[config.mk]
export PLATFORM = sky130hd
export DESIGN_NAME = mm_timer
export DESIGN_NICKNAME = d
export VERILOG_FILES = /design/src/rtl/mm_timer.sv
export SDC_FILE = /design/constraint.sdc
export NUM_CORES = 1
export LEC_CHECK = 0
export ABC_AREA = 1
export BUFFER_PORTS_ARGS = -buffer_cell sky130_fd_sc_hd__clkbuf_2
export CORE_MARGIN = 3
export CORE_UTILIZATION = 55
export CTS_CLUSTER_SIZE = 12
export DETAILED_ROUTE_END_ITERATION = 8
export GPL_TIMING_DRIVEN = 0
export PLACE_DENSITY = 0.75
export REMOVE_ABC_BUFFERS = 1
export SETUP_SLACK_MARGIN = 0.02
export SYNTH_ARGS = -nofsm -noshare
export SYNTH_HDL_FRONTEND = slang
export SYNTH_SLANG_ARGS = --single-unit
[constraint.sdc]
create_clock -name clk_i -period 5.2 [get_ports clk_i]
set_clock_uncertainty 0.2 [all_clocks]
set_input_delay 0.26 -clock clk_i [delete_from_list [all_inputs] [get_ports clk_i]]
set_output_delay 0.26 -clock clk_i [all_outputs]
set_load 0.01 [all_outputs]
[src/rtl/mm_timer.sv]
// mm_timer: memory-mapped 64-bit machine timer with prescaler, compare
// register, level timer interrupt and interrupt-acknowledge counter.
//
// Parameters:
//   BASE_ADDR  - word-aligned base of the 32-byte register window
//   ACK_IRQ_ID - irq_id_i value that counts as a timer-irq acknowledge
// Ports:
//   clk_i, rst_ni              - clock, synchronous active-low reset
//   data_addr_i/we_i/be_i/wdata_i - core data-port write/read request
//   data_sel_o                 - combinational window hit
//   data_rdata_o               - read data, one cycle after the request
//   irq_id_i, irq_ack_i        - interrupt acknowledge from the core
//   irq_timer_o                - registered level timer interrupt
// Optional build macro: MM_TIMER_AUTORELOAD_EN enables the PERIOD
// register and the compare auto-reload on each counted acknowledge.
module mm_timer #(
    parameter logic [31:0] BASE_ADDR  = 32'h1500_0000,
    parameter logic [4:0]  ACK_IRQ_ID = 5'd7
) (
    input  logic        clk_i,
    input  logic        rst_ni,
    input  logic [31:0] data_addr_i,
    input  logic        data_we_i,
    input  logic [3:0]  data_be_i,
    input  logic [31:0] data_wdata_i,
    output logic        data_sel_o,
    output logic [31:0] data_rdata_o,
    input  logic [4:0]  irq_id_i,
    input  logic        irq_ack_i,
    output logic        irq_timer_o
);

    logic [63:0] mtime_q, mtime_d;
    logic [63:0] mtimecmp_q, mtimecmp_d;
    logic        en_q;
    logic [7:0]  prescale_q;
    logic [7:0]  pcnt_q;
    logic [7:0]  ack_cnt_q;
    logic [31:0] period_q;
    logic        irq_q;
    logic [31:0] rdata_q;
    logic [31:0] rd_mux;

    logic [2:0]  reg_idx;
    logic        wr;
    logic        wr_tlo, wr_thi, wr_clo, wr_chi;
    logic        wr_ctrl, wr_status;
    logic        tick;
    logic        ack_hit;
    logic        unused_addr;

    function automatic logic [31:0] merge(
        input logic [31:0] old,
        input logic [31:0] wd,
        input logic [3:0]  be
    );
        logic [31:0] r;
        r = old;
        for (int i = 0; i < 4; i++)
            if (be[i]) r[8*i +: 8] = wd[8*i +: 8];
        return r;
    endfunction

    assign data_sel_o  = (data_addr_i[31:5] == BASE_ADDR[31:5]);
    assign reg_idx     = data_addr_i[4:2];
    assign unused_addr = ^data_addr_i[1:0];

    assign wr        = data_we_i && data_sel_o;
    assign wr_tlo    = wr && (reg_idx == 3'd0);
    assign wr_thi    = wr && (reg_idx == 3'd1);
    assign wr_clo    = wr && (reg_idx == 3'd2);
    assign wr_chi    = wr && (reg_idx == 3'd3);
    assign wr_ctrl   = wr && (reg_idx == 3'd4);
    assign wr_status = wr && (reg_idx == 3'd5);

    assign tick    = en_q && (pcnt_q == prescale_q);
    assign ack_hit = irq_ack_i && (irq_id_i == ACK_IRQ_ID);

    // A bus write to either mtime half overrides the tick entirely.
    always_comb begin
        mtime_d = mtime_q;
        if (wr_tlo || wr_thi) begin
            if (wr_tlo)
                mtime_d[31:0] = merge(mtime_q[31:0], data_wdata_i, data_be_i);
            if (wr_thi)
                mtime_d[63:32] = merge(mtime_q[63:32], data_wdata_i, data_be_i);
        end else if (tick) begin
            mtime_d = mtime_q + 64'd1;
        end
    end

    // A bus write to either compare half cancels any auto-reload.
    always_comb begin
        mtimecmp_d = mtimecmp_q;
        if (wr_clo || wr_chi) begin
            if (wr_clo)
                mtimecmp_d[31:0] = merge(mtimecmp_q[31:0], data_wdata_i, data_be_i);
            if (wr_chi)
                mtimecmp_d[63:32] = merge(mtimecmp_q[63:32], data_wdata_i, data_be_i);
        end
`ifdef MM_TIMER_AUTORELOAD_EN
        else if (ack_hit && (period_q != 32'd0)) begin
            mtimecmp_d = mtimecmp_q + {32'd0, period_q};
        end
`endif
    end

    always_comb begin
        case (reg_idx)
            3'd0:    rd_mux = mtime_q[31:0];
            3'd1:    rd_mux = mtime_q[63:32];
            3'd2:    rd_mux = mtimecmp_q[31:0];
            3'd3:    rd_mux = mtimecmp_q[63:32];
            3'd4:    rd_mux = {16'd0, prescale_q, 7'd0, en_q};
            3'd5:    rd_mux = {16'd0, ack_cnt_q, 7'd0, irq_q};
            3'd6:    rd_mux = period_q;
            default: rd_mux = 32'd0;
        endcase
    end

`ifdef MM_TIMER_AUTORELOAD_EN
    always_ff @(posedge clk_i) begin
        if (!rst_ni)
            period_q <= 32'd0;
        else if (wr && (reg_idx == 3'd6))
            period_q <= merge(period_q, data_wdata_i, data_be_i);
    end
`else
    assign period_q = 32'd0;
`endif

    always_ff @(posedge clk_i) begin
        if (!rst_ni) begin
            mtime_q    <= 64'd0;
            mtimecmp_q <= '1;
            en_q       <= 1'b0;
            prescale_q <= 8'd0;
            pcnt_q     <= 8'd0;
            ack_cnt_q  <= 8'd0;
            irq_q      <= 1'b0;
            rdata_q    <= 32'd0;
        end else begin
            mtime_q    <= mtime_d;
            mtimecmp_q <= mtimecmp_d;
            irq_q      <= en_q && (mtime_q >= mtimecmp_q);
            rdata_q    <= data_sel_o ? rd_mux : 32'd0;

            if (wr_ctrl) begin
                if (data_be_i[0]) en_q <= data_wdata_i[0];
                if (data_be_i[1]) prescale_q <= data_wdata_i[15:8];
            end

            // Prescaler restarts on CTRL or mtime writes and idles at 0.
            if (wr_ctrl || wr_tlo || wr_thi || !en_q || tick)
                pcnt_q <= 8'd0;
            else
                pcnt_q <= pcnt_q + 8'd1;

            if (wr_status)
                ack_cnt_q <= 8'd0;
            else if (ack_hit && (ack_cnt_q != 8'hFF))
                ack_cnt_q <= ack_cnt_q + 8'd1;
        end
    end

    assign data_rdata_o = rdata_q;
    assign irq_timer_o  = irq_q;

endmodule

* Word level (Yosys, flattened, before mapping)
Cells that the tools add are included.
** Operators by class
- Bitwise logic cells :: 1
- Order comparisons :: 1
- Shift-type cells :: 0
- Divide/modulo/power cells :: 0
- Reduce and logical (&&, ||, !) cells :: 41
- Add/subtract/negate cells :: 3
- Multipliers :: 0
- Eq/ne operators :: 15
- Mux-type cells :: 9
** Operators by type and width (number)
- $pmux 32 s6 :: 1
- $mux 64 :: 2
- $add 64x1->64 const B :: 1
- $ge 64x64->1 :: 1
- $mux 32 :: 2
- $reduce_and 3->1 :: 16
- $mux 8 :: 4
- $eq 27x24->1 const B :: 1
- $add 8x1->8 const B :: 2
- $ne 2x2->1 const B :: 6
- $logic_and 1x1->1 :: 11
- $eq 8x8->1 :: 1
- $ne 8x8->1 const B :: 1
- $eq 3x2->1 const B :: 2
- $eq 3x3->1 const B :: 2
- $logic_or 1x1->1 :: 6
- $reduce_and 2->1 :: 3
- $eq 5x3->1 const B :: 1
- $reduce_or 2->1 :: 2
- $eq 3x1->1 const B :: 1
- $logic_not 3->1 :: 1
- $reduce_bool 2->1 :: 1
- $logic_not 1->1 :: 1
- $not 1->1 :: 1
** Storage, ports and cells
- RAM bits :: 0
- Memory bits (read-only) :: 0
- Latch bits :: 0
- Output and inout port bits :: 34
- Logic and storage cells :: 92
- Register bits :: 186
- Memories kept :: 0

* Depth between registers and ports, before layout
- Depth after elaboration :: 8
- Gate-level depth with buffers :: 14

* Worst setup path before layout
OpenSTA, ideal clock, no wires.
- Path kind :: reg-to-reg
- From :: reg mtime_q[1]
- To :: reg mtime_q[26]
- Period minus slack after synthesis :: 2.041 ns
- Slack :: 3.159 ns
- Setup time :: 0.113 ns
- Cell stages (with the launch flop) :: 13
- Required time :: 4.887 ns
- Data arrival time :: 1.728 ns
- Path buffers :: 0
- Cell sequence :: dfxtp_1 -> ha_1 -> nand2_1 -> nor2_1 -> nand2_1 -> nor2_1 -> nand2_1 -> inv_1 -> nor2_1 -> o21ai_0 -> nand2_1 -> nor2_1 -> nor2_1
** Between the ends
- Longest elaborated chain between the ends :: 3
** RTL lines
- from (decl) :: RTL line 33 : logic [63:0] mtime_q, mtime_d;
- from (signal assigned) :: RTL line 143 : mtime_q <= mtime_d;
- $add 64x1->64 :: RTL line 88 : mtime_d = mtime_q + 64'd1;
- $mux 64 :: RTL line 87 : end else if (tick) begin
- $mux 64 :: RTL line 82 : if (wr_tlo || wr_thi) begin
No other way between the ends. The select of a mux whose other input is x is not followed.
A chain may end at the register's enable or synchronous reset.

* Worst setup path in the final report
- From :: in data_addr_i[2]
- To :: reg mtime_q[42]
** Between the ends
- Longest elaborated chain between the ends :: 5
- Elaborated cells on any way between the ends :: 10
- Classes of those cells :: 3 x eq/ne; 1 x mux; 6 x reduce/logical
** RTL lines
- from (decl) :: RTL line 22 : input logic [31:0] data_addr_i,
- $eq 3x1->1 or $logic_not 3->1 (tied branches) :: RTL line 70, 69
- $logic_and 1x1->1, on equally long branches :: RTL line 70, 69
- $logic_or 1x1->1 :: RTL line 82
- $ne 2x2->1 (no line) or $reduce_bool 2->1 (tied branches)
- $reduce_and 3->1 (no line)
Several ways; a longest one is shown, not always the timed one.

==> results.sh <==
export IMPL_status="completed"
export IMPL_syn_inst=1877
export IMPL_netlist_area_mm2=0.01191
export IMPL_combPwrFrac=0.048
export IMPL_max_freq_mhz=290.9
export IMPL_drc_errors=0
export IMPL_worst_pin_slew_ps=1148
export IMPL_cts_htree_levels=4
export IMPL_p_per_area_mw_per_mm2=213.0
export IMPL_setup_violations_final=0
export IMPL_cts_sinks=186
export IMPL_layout_cells_non_filler=2273
export IMPL_hp_class="input port to flip-flop"
export IMPL_setup_tns_ps=0
export IMPL_drive_above_1_share=0.08809
export IMPL_finalHoldViolCount=0
export IMPL_initial_core_util=0.5630
export IMPL_drt_wirelength_per_cell_um=16.90
export IMPL_cts_made_buffers=17
export IMPL_start_kind="input port"
export IMPL_boundaryPins=111
export IMPL_worstPathRequired_ps=5380
export IMPL_wl_um=38410
export IMPL_gr_total_overflow=0
export IMPL_num_antenna_cells=0
export IMPL_p_clk_frac=0.459
export IMPL_cp_arrival_ps=3610
export IMPL_cts_tree="done"
export IMPL_seq_power_share=0.493
export IMPL_grt_pass1_wl_um=61810
export IMPL_die_y_um=153.2
export IMPL_ys_ff_latch=186
export IMPL_fillers=2035
export IMPL_endpoint_kind="flip-flop"
export IMPL_p_sw_frac=0.2508
export IMPL_hold_buffers=33
export IMPL_p_sw_w=0.0007234
export IMPL_grt_usage=0.3253
export IMPL_dp_hpwl_um=29180
export IMPL_ir_drop_v=0.0001783
export IMPL_grt_pass1_vias=11780
export IMPL_cts_root_buf="clkbuf_16"
export IMPL_synth_distinct_cells=42
export IMPL_via_count=12509
export IMPL_cap_violations=0
export IMPL_antenna_found_initial=0
export IMPL_power_w=0.002884
export IMPL_via_per_inst=5.503
export IMPL_cts_resized_gates=0
export IMPL_first_pass_iters=6
export IMPL_final_min_clock_period_ps=3437
export IMPL_final_period_utilization=0.6610
export IMPL_final_antenna_net_count=0
export IMPL_placedCellCount=2208
export IMPL_syn_to_final_growth_pct=13.69
export IMPL_rows=53
export IMPL_coreArea_mm2=0.02115
export IMPL_seq_area_frac_synth=0.3127
export IMPL_io_buffers=108
export IMPL_dieWidth_um=153.2
export IMPL_clockBufferDepth=2
export IMPL_report_final_slew_viol_count=0
export IMPL_worstSetupPathType="input port to flip-flop"
export IMPL_place_congestion=0.9619
export IMPL_clkTransAtPathRegs_ps=70
export IMPL_p_leak_nw=6.982
export IMPL_clk_latency_ps=450
export IMPL_worst_hold_slack_ps=40.60
export IMPL_pre_cts_ws_ps=1415
export IMPL_finalNetCount=2129
export IMPL_post_cts_buffers=0
export IMPL_critPathMaxFanout=36
export IMPL_fin_ws_ps=1763
export IMPL_die_area_mm2=0.02345
export IMPL_max_slew_margin=0.2328
export IMPL_drt_iter0_drc=1335
export IMPL_grt_max_degree=141
export IMPL_p_int_w=0.002161
export IMPL_yosysWarnings=0
export IMPL_syn_avg_cell_area_um2=6.345
export IMPL_rsz0062_at_grt="no"
==> flip-flops by register name, summed over array words and instances (netlist names) <==
name          count
prescale_q        8
mtime_q          64
data_rdata_o     32
mtimecmp_q       64
en_q              1
irq_timer_o       1
ack_cnt_q         8
pcnt_q            8
==> cell type report <==
cell class                      instances  area (um^2)  share of cell area
Clock buffer                           18        429.2             0.03170
Clock inverter                         14        153.9             0.01137
Inverter                              236        885.9             0.06543
Multi-Input combinational cell       1398         7013              0.5180
Sequential cell                       186         3724              0.2750
Tap cell                              275        344.1             0.02541
Timing Repair Buffer                  146        989.7             0.07310
==> worst max-delay path, cell delays in order <==
cell and delay, ps:
clkbuf_2 160, nor2_2 200, nand2_1 700, inv_2 770, o211ai_4 200, buf_12 210, inv_2 510, nand2_1 260
nand2_1 130, nor2_1 50, nor2_1 120
==> worst paths after layout <==
check | from | end | depth (start not counted) | slack (ps)
setup / recovery | data_addr_i[2] | mtime_q[42] | 11 | 1760
hold / removal | data_addr_i[4] | en_q | 3 | 40
setup reg to reg | mtime_q[0] | mtime_q[26] | 12 | 2440
hold reg to reg | mtimecmp_q[8] | mtimecmp_q[8] | 2 | 280
==> power groups by stage <==
stage	Combinational (W)	Sequential [W]	Clock, W
floorplan	0.0000390	0.00146	0
global placement	0.000109	0.00146	0
detailed placement	0.000115	0.00146	0
CTS	0.000134	0.00142	0.00133
global route	0.000148	0.00142	0.00138
finish	0.000137	0.00142	0.00132
==> logic make-up (layout without fill, tap and decap cells) <==
family | count (synthesis) | in the layout | share of synthesized area
simple gates | 1030 | 1030 | 0.3458
flops | 186 | 186 | 0.3127
xor+xnor | 42 | 42 | 0.03089
buf+inv | 293 | 414 | 0.09992
fa+ha+maj | 67 | 67 | 0.07039
compound gates | 259 | 259 | 0.1404
==> layout by cell type, fill, tap and decap left out, drive strengths merged, types with 2 or more instances in the layout <==
| cell type | n |
|---|---|
| o31a | 6 |
| dfxtp | 186 |
| o211ai | 66 |
| clkbuf | 126 |
| inv | 242 |
| nand3 | 56 |
| xnor2 | 3 |
| nand4 | 21 |
| xor2 | 39 |
| clkinvlp | 3 |
| a221oi | 21 |
| ha | 67 |
| o21ai | 56 |
| nor3 | 12 |
| nor2 | 335 |
| nor4 | 2 |
| buf | 5 |
| nand2 | 599 |
| a41oi | 2 |
| dlygate4sd3 | 33 |
| o2111ai | 5 |
| clkinv | 4 |
| o22ai | 46 |
| o21a | 2 |
| a21oi | 53 |
| or2 | 2 |
==> routing by layer <==
| metal | GRT usage | vias to the layer above | part of all wire |
|---|---|---|---|
| li1 | - | 6243 | - |
| met1 | 0.4413 | 5718 | 0.44 |
| met2 | 0.5346 | 477 | 0.46 |
| met3 | 0.04473 | 71 | 0.066 |
| met4 | 0.1099 | 0 | 0.031 |
| met5 | 0 | - | 0 |
==> through the flow <==
step | cell area, um^2 | util
floorplan | 11600 | -
global placement | 12490 | 0.5904
detailed placement | 12630 | 0.5969
CTS | 13540 | 0.6400
global route | 13540 | 0.6400
finish | 13540 | 0.6400
==> synthesized netlist by cell type (all sizes together) <==
master | count | share of area
nand3b | 1 | 0.00063
nor3 | 12 | 0.0055
a221oi | 21 | 0.015
o31a | 6 | 0.0044
or2 | 2 | 0.0011
dfxtp | 186 | 0.31
clkbuf | 27 | 0.0085
o22ai | 46 | 0.024
o2111ai | 5 | 0.0037
nand4 | 21 | 0.011
a21o | 1 | 0.00063
nor4 | 2 | 0.0011
a21oi | 53 | 0.022
o221ai | 1 | 0.00074
xor2 | 39 | 0.029
xnor2 | 3 | 0.0022
ha | 67 | 0.070
o21ai | 56 | 0.024
inv | 235 | 0.074
nor2 | 335 | 0.11
clkinv | 1 | 0.00031
a41oi | 2 | 0.0015
o21a | 2 | 0.0013
nand3 | 56 | 0.027
o211ai | 66 | 0.043
nand2b | 1 | 0.00053
buf | 30 | 0.017
nand2 | 599 | 0.19
nor3b | 1 | 0.00063
(Power assumes the default switching activity.)
